===== config.mk =====
export PLATFORM = sky130hd
export DESIGN_NAME = dm_responder
export DESIGN_NICKNAME = d
export VERILOG_FILES = /design/src/rtl/dm_responder.sv
export SDC_FILE = /design/constraint.sdc
export NUM_CORES = 1
export LEC_CHECK = 0
export CAP_MARGIN = 20
export CORE_ASPECT_RATIO = 2
export CORE_MARGIN = 3
export CORE_UTILIZATION = 60
export DETAILED_ROUTE_END_ITERATION = 8
export PLACE_DENSITY = 0.78
export SYNTH_ARGS = -nofsm -noshare
export SYNTH_HDL_FRONTEND = slang
export SYNTH_SLANG_ARGS = --single-unit

===== constraint.sdc =====
create_clock -name clk -period 10 [get_ports clk]
set_input_delay 1.5 -clock clk [delete_from_list [all_inputs] [get_ports clk]]
set_output_delay 1.5 -clock clk [all_outputs]
set_load 0.05 [all_outputs]

===== src/rtl/dm_responder.sv =====
// dm_responder: multi-cycle target for the MEM-stage load/store request port.
// Accepts one word-wide request at a time and holds it for LATENCY cycles.
// It then returns a single-cycle rvalid carrying the read data, or a write
// acknowledge (rdata = 0).
//
// Ports:
//   clk    rising-edge clock
//   rst    asynchronous reset, active-low
//   req    request valid from the MEM stage
//   we     1 = write, 0 = read (sampled with req)
//   addr   word address
//   wdata  store data
//   be     byte enables for writes (be[i] -> wdata[8i+7:8i])
//   ready  responder is idle and accepts req this cycle
//   rvalid one-cycle response strobe
//   rdata  read data, zero unless rvalid on an in-range read
//   err    address out of range, meaningful only with rvalid
//   busy   a request is in flight
module dm_responder #(
  parameter int ADDR_W  = 5,
  parameter int DEPTH   = 32,
  parameter int LATENCY = 2
) (
  input  logic              clk,
  input  logic              rst,
  input  logic              req,
  input  logic              we,
  input  logic [ADDR_W-1:0] addr,
  input  logic [31:0]       wdata,
  input  logic [3:0]        be,
  output logic              ready,
  output logic              rvalid,
  output logic [31:0]       rdata,
  output logic              err,
  output logic              busy
);

  typedef enum logic [1:0] {IDLE, WAIT, RESP} state_t;

  // Counter reload: the access happens on the edge where the counter is
  // already 0, so LATENCY-1 gives LATENCY edges from accept to RESP.
  localparam logic [3:0] RELOAD = 4'(LATENCY - 1);

  state_t            state_reg, state_next;
  logic [3:0]        count_reg, count_next;
  logic              capture;
  logic              we_reg;
  logic [ADDR_W-1:0] addr_reg;
  logic [31:0]       wdata_reg;
  logic [3:0]        be_reg;
  logic              in_range;
  logic              access;
  logic [31:0]       rd_word;

  // Compare in 32 bits so DEPTH == 2**ADDR_W is handled without overflow.
  assign in_range = ({{(32-ADDR_W){1'b0}}, addr_reg} < 32'(DEPTH));
  // During reset the state is forced to IDLE, so no access can fire.
  assign access   = (state_reg == WAIT) && (count_reg == 4'd0);

  always_ff @(posedge clk or negedge rst) begin
    if (!rst) begin
      state_reg <= IDLE;
      count_reg <= 4'd0;
      we_reg    <= 1'b0;
      addr_reg  <= '0;
      wdata_reg <= 32'd0;
      be_reg    <= 4'd0;
    end else begin
      state_reg <= state_next;
      count_reg <= count_next;
      if (capture) begin
        we_reg    <= we;
        addr_reg  <= addr;
        wdata_reg <= wdata;
        be_reg    <= be;
      end
    end
  end

  always_comb begin
    state_next = state_reg;
    count_next = count_reg;
    capture    = 1'b0;
    case (state_reg)
      IDLE: begin
        if (req) begin
          capture    = 1'b1;
          count_next = RELOAD;
          state_next = WAIT;
        end
      end
      WAIT: begin
        if (count_reg != 4'd0) begin
          count_next = count_reg - 4'd1;
        end else begin
          state_next = RESP;
        end
      end
      RESP: begin
        // No back-pressure on the response.
        state_next = IDLE;
      end
      default: begin
        state_next = IDLE;
      end
    endcase
  end

  // One byte-wide RAM per lane so each lane writes independently under be.
  // Storage is not reset; the read register holds its value and is masked
  // on the output outside the response cycle.
  genvar gi;
  generate
    for (gi = 0; gi < 4; gi++) begin : g_lane
      logic [7:0] mem [0:DEPTH-1];
      logic [7:0] rd_reg;

      always_ff @(posedge clk) begin
        if (access && in_range) begin
          if (we_reg) begin
            if (be_reg[gi]) begin
              mem[addr_reg] <= wdata_reg[8*gi +: 8];
            end
          end else begin
            rd_reg <= mem[addr_reg];
          end
        end
      end

      assign rd_word[8*gi +: 8] = rd_reg;
    end
  endgenerate

  assign ready  = (state_reg == IDLE);
  assign busy   = (state_reg != IDLE);
  assign rvalid = (state_reg == RESP);
  assign err    = (state_reg == RESP) && !in_range;
  assign rdata  = ((state_reg == RESP) && !we_reg && in_range) ? rd_word : 32'd0;

endmodule

==> out/results.ini, run 1 <==
[route]
wl_met1_um=34650
wl_met2_um=58030
drt_iter0_drc=3062
drcViolationCount=0
route.met3.wl_um=7899
wl_per_cell_um=31.03
vias=22930
ant_nets=0
dr.pass1.iters=7
routed_via_density=6.609
wirelength_um=107700
highest_layer=met4

[yosys]
synth.top_cell.area_share=0.7397
dominantRegCellSynth=edfxtp_1
avgSynthCellArea_um2=17.72
synthTopCellsByCount=edfxtp_1 (1056), mux2i_1 (512), o22ai_1 (236)
ys_ff_latch=1104
yosys-top-cells-area=edfxtp_1 (74%), mux2i_1 (12%), o22ai_1 (3.4%)
ys_seq_area_frac=0.7677
syn_nets=2466
async_flop_share=0.04348
synth_edf_count=1056
synth_area_um2=42870
synth.distinct_cells=37
ys_warn_count=0
yosysMostFrequentCell=edfxtp_1
synthCells=2419
synth_area_leader_cell=edfxtp_1

[critical_path]
arrival_ns=4.65
rr_worst_depth=4
crit-reg2reg-capture=g_lane[0].mem[26][0]
r2r_setup_slack_ns=5.63
cp-end-kind=flop
worstSetupStartpointType=flop
slowest_stage=dfrtp_4
critical_path_required_ns=10.28
cp_cell_sequence=buf_12, nor2b_1, nand2_1, nor2_1
r2r-start=addr_reg[1]
slowest_delay_ns=1.14
worstSetupPathType=reg -> reg
crit_fanout=136

[status]
status=complete, no violations

[timing]
period_needed_ns=4.371
fin_setup_tns_ns=0
setup-violations-final=0
rsz0062_at_grt=false
drv_slew=0
fin_crit_sh=0.4371
timing.max_slew.rel_slack=0.2071
worst_clock_skew_ns=0.01955
timing.fmax_ghz=0.2288
whs_ns=0.5126
hold_violations=0
worst_pin_slew_ns=1.189

[grt]
antenna_found_initial=2
grt_max_degree=141
grt_pass1_vias=22990
grt_overflow=0
grt_pass1_wl_um=153000
grtUsageTotal=0.2813

[finish]
syn_to_final_growth_pct=11.79
multi_input_area_um2=9106
ff_latch_area_um2=32920
fill_cells=4440
layout.cells.non_filler=3469
nNetsFinal=2536
largest_register_ffs=1024
final_util=0.6770
drive_gt1_frac=0.1048

[placed_design]
place.port_buffers=79
hpwl_um=67650
dp_cells=3285
gp_congestion=0.8712

[worst_hold_path]
min_from=be_reg[3]
hold_path_depth=1
holdPathEnd=be_reg[3]
hold_class=reg -> reg

[clock_network]
hold_buffers=0
cts-resized-gates=0
cts_tree=done
cts_made_buffers=85
clk_pin_slew_ns=0.07
htree_levels=3
clkSinkCount=1104
cts-root-buf=clkbuf_16
insertion_delay_ns=0.66
post-cts-setup-buffers=0
cts_max_path_buffers=3

[die]
die_w_um=195.0
coreArea_um2=70790
die-area_um2=74890
die_y_um=384.0
ios=81
start_util=0.6056
rows=138

[power_and_ir_drop]
p_leak_uw=0.01649
p_per_area_nw_per_um2=283.6
peakVddDrop_mv=0.2231
finalPower_uw=13590

[run]
max-cap-violations=0

cell families (layout without fill, tap and decap cells):
logic type	after synthesis	count (layout)	synth area share
buf+inv	158	297	0.02078
mux	554	554	0.1306
fa+ha+maj	2	2	0.0005836
simple gates	340	340	0.03934
compound gates	258	258	0.04051
xor+xnor	2	2	0.0004087
flops	1104	1104	0.7677
other cells	1	2	0.00008747
layout make-up:
cell class	count	area share
Antenna cell	1	0.00005222
Clock buffer	112	0.05015
Clock inverter	44	0.01097
Inverter	4	0.0003133
Multi-Input combinational cell	1157	0.1900
Sequential cell	1104	0.6868
Tap cell	910	0.02376
Timing Repair Buffer	137	0.03793
worst max-delay path by stage:
| stage | slack [ns] | cells after the start | start | endpoint |
|---|---|---|---|---|
| CTS | 5.57 | 6 | addr_reg[1] | g_lane[0].rd_reg[0] |
| finish | 5.63 | 4 | addr_reg[1] | g_lane[0].mem[26][0] |
| global placement | 5.74 | 6 | addr_reg[1] | g_lane[0].rd_reg[0] |
| global route | 5.52 | 6 | addr_reg[1] | g_lane[0].rd_reg[0] |
| floorplan | 6.24 | 5 | count_reg[0] | g_lane[0].rd_reg[0] |
| detailed placement | 5.61 | 6 | addr_reg[1] | g_lane[0].rd_reg[0] |
per-layer routing:
layer	global-route usage	vias up
met4	0.1641	0
met1	0.3149	11540
li1	-	9738
met2	0.5098	1306
met3	0.04075	348
met5	0	-
placed cells by master, fill, tap and decap left out, drive strengths merged, types with 4 or more instances in the layout:
master,synthesis,layout
edfxtp,1056,1056
buf,132,59
o22ai,256,256
nand2,69,69
or4b,4,4
nand4b,4,4
mux2,42,42
clkbuf,22,112
clkdlybuf4s50,0,78
mux2i,512,512
dfrtp,48,48
nor2,135,135
bufinv,0,12
nor3,4,4
nor2b,4,4
inv,4,5
and3,33,33
nand3,7,7
nand4bb,6,6
clkinv,0,28
nor4,64,64
critical path: cells and delay by family (launching register included):
kind,cells,cell delay [ns]
AND/OR/NAND/NOR,3,1.94
flip-flops,1,1.14
buffers and inverters,1,0.74
stage by stage:
step	setup WS, ns	cell area (um2)
after floorplan	6.238	42870
after global placement	5.740	44190
after detailed placement	5.607	44260
after CTS	5.571	47190
after global routing	5.520	47920
final	5.629	47920
power breakdown:
part | switching, uW | internal, uW | total (uW) | leakage [uW]
clock | 1580 | 2010 | 3580 | 0.00144
combinational | 2210 | 1410 | 3620 | 0.00498
sequential | 469 | 5920 | 6380 | 0.0101
No activity file was read; power rests on OpenSTA's default activity.
==> run 2, diff against run 1 <==
--- a/config.mk
+++ b/config.mk
@@ -8,9 +8,9 @@
 export CAP_MARGIN = 20
 export CORE_ASPECT_RATIO = 2
 export CORE_MARGIN = 3
-export CORE_UTILIZATION = 60
+export CORE_UTILIZATION = 56
 export DETAILED_ROUTE_END_ITERATION = 8
-export PLACE_DENSITY = 0.78
+export PLACE_DENSITY = 0.77
 export SYNTH_ARGS = -nofsm -noshare
 export SYNTH_HDL_FRONTEND = slang
 export SYNTH_SLANG_ARGS = --single-unit
==> constraint.sdc (replaced) <==
create_clock -name clk -period 3.7 [get_ports clk]
set_input_delay 0.555 -clock clk [delete_from_list [all_inputs] [get_ports clk]]
set_output_delay 0.555 -clock clk [all_outputs]
set_load 0.05 [all_outputs]
==> run 2 against run 1 <==
Effect of this change:
- design area rose by 0.97%
- total power rose to 2.7 times the previous value
- die area is 7.0% higher
- worst setup slack got worse by 5.3 ns
- sequential power rose to 2.7 times the previous value
- critical path type is now reg -> out
- largest power group unchanged
==> out/results.ini, run 2 (synthesized netlist as in run 1, its figures left out) <==
[power_and_ir_drop]
peakVddDrop_mv=0.7860  ; +250%
p_leak_uw=0.01668  ; +1.2%
finalPower_uw=37140  ; +170%
p_per_area_nw_per_um2=767.4  ; +170%

[route]
ant_nets=0  ; unchanged
wirelength_um=111900  ; +4.0%
routed_via_density=6.425  ; -2.8%
wl_per_cell_um=31.03  ; about the same
drcViolationCount=0  ; unchanged
drt_iter0_drc=2672  ; -13%
dr.pass1.iters=7  ; unchanged
vias=23170  ; +1.1%

[critical_path]
crit-reg2reg-capture=g_lane[3].rd_reg[3]
crit_end=rdata[1]
cp_num_buf_inv=2  ; +1
worstSetupPathType=reg -> out
r2r_setup_slack_ns=0.36  ; -5.27 ns
critical_path_required_ns=3.14  ; -7.14 ns
crit_family=buffers and inverters
rr_worst_depth=5  ; +1
slowest_stage=clkdlybuf4s50_1
cp-startpoint=state_reg[1]
worstSetupStartpointType=flop
slowest_delay_ns=0.84  ; -0.30 ns
cp-end-kind=output pin
crit_fanout=20  ; -85%
r2r-start=addr_reg[2]
cp.depth=4  ; unchanged
arrival_ns=2.86  ; -1.79 ns
cp_cell_sequence=nor2b_4, buf_12, and3_1, clkdlybuf4s50_1

[finish]
final_common_cell=edfxtp_1
drive_gt1_frac=0.1190  ; +0.01421
nNetsFinal=2575  ; +1.5%
syn_to_final_growth_pct=12.88
final_cell_mix=edfxtp_1 (1056), mux2i_1 (512), o22ai_1 (236)
largest_register_ffs=1024  ; unchanged

[timing]
worst_pin_slew_ns=1.010  ; -0.1797 ns
worst_clock_skew_ns=0.02681  ; +0.007262 ns
drv_slew=0  ; unchanged
timing.fmax_ghz=0.2930
rsz0062_at_grt=false
fin_crit_sh=0.9225
period_needed_ns=3.413
fin_setup_tns_ns=0  ; unchanged
timing.max_slew.rel_slack=0.3230  ; +0.1159
hold_violations=0  ; unchanged
setup-violations-final=0  ; unchanged

[die]
start_util=0.5691  ; -0.03649
die-area_um2=80110  ; +7.0%
coreArea_um2=75330  ; +6.4%
die_w_um=201.6  ; +3.4%
rows=142  ; +2.9%
die_y_um=397.3  ; +3.5%
ios=81  ; unchanged

[status]
status=complete, no violations

[clock_network]
clk_pin_slew_ns=0.07  ; about the same
cts-root-buf=clkbuf_16
cts-resized-gates=0  ; unchanged
post-cts-setup-buffers=0  ; unchanged
hold_buffers=0  ; unchanged
cts_tree=done
cts_max_path_buffers=3  ; unchanged
insertion_delay_ns=0.66  ; about the same
cts_made_buffers=85  ; unchanged
clkSinkCount=1104  ; unchanged
htree_levels=3  ; unchanged

[grt]
grt_overflow=0  ; unchanged
grt_pass1_vias=23080  ; +0.41%
grtUsageTotal=0.2772  ; -0.004127
grt_pass1_wl_um=158900  ; +3.9%
grt_max_degree=103  ; -27%
antenna_found_initial=3  ; +1

[placed_design]
gp_congestion=0.9886  ; +13%
place.port_buffers=79  ; unchanged
hpwl_um=73780  ; +9.1%

[run]
max-cap-violations=0  ; unchanged

[worst_hold_path]
hold_class=in -> async

run 2: power breakdown:
part | switching, uW | internal [uW]
Sequential | 1240 | 16000
Clock | 4270 | 5130
Combinational | 6520 | 4010
Total | 12000 | 25100
run 2: worst min-delay path by stage:
stage	start	end	slack (ns)	cells after the start
floorplan	rst	addr_reg[0]	0.26	0
global placement	count_reg[3]	count_reg[3]	0.52	2
detailed placement	count_reg[1]	count_reg[1]	0.53	2
CTS	rst	wdata_reg[28]	0.03	1
global route	rst	wdata_reg[28]	0.06	1
finish	rst	wdata_reg[2]	0.02	1
run 2: layout make-up:
type                            count  area (um2)
Sequential cell                  1104       32920
Multi-Input combinational cell   1157        9112
Inverter                            4       15.01
Clock inverter                     52       539.3
Antenna cell                        2       5.005
Clock buffer                      104        2311
Tap cell                         1008        1261
Fill cell                        4998       26940
Timing Repair Buffer              176        2232
run 2: layer usage:
layer,vias to the layer above,wire length (um),GRT usage
li1,9812,-,-
met5,-,11,0
met2,1363,57690,0.4844
met1,11670,36510,0.3178
met3,330,8749,0.04241
met4,2,8957,0.1801
run 2: stage by stage:
step                      cell area [um2]  instances  worst slack (ns)  hold slack, ns  utilization
after CTS                           48300       3602            0.2339         0.03282       0.6412
after floorplan                     42870       2419            0.9149          0.2594            -
final                               48390       3607            0.2866         0.02137       0.6424
after global placement              44690       3417            0.6459          0.5179       0.5933
after detailed placement            45450       3446            0.5489          0.5299       0.6034
after global routing                48390       3605            0.2289         0.06077       0.6423
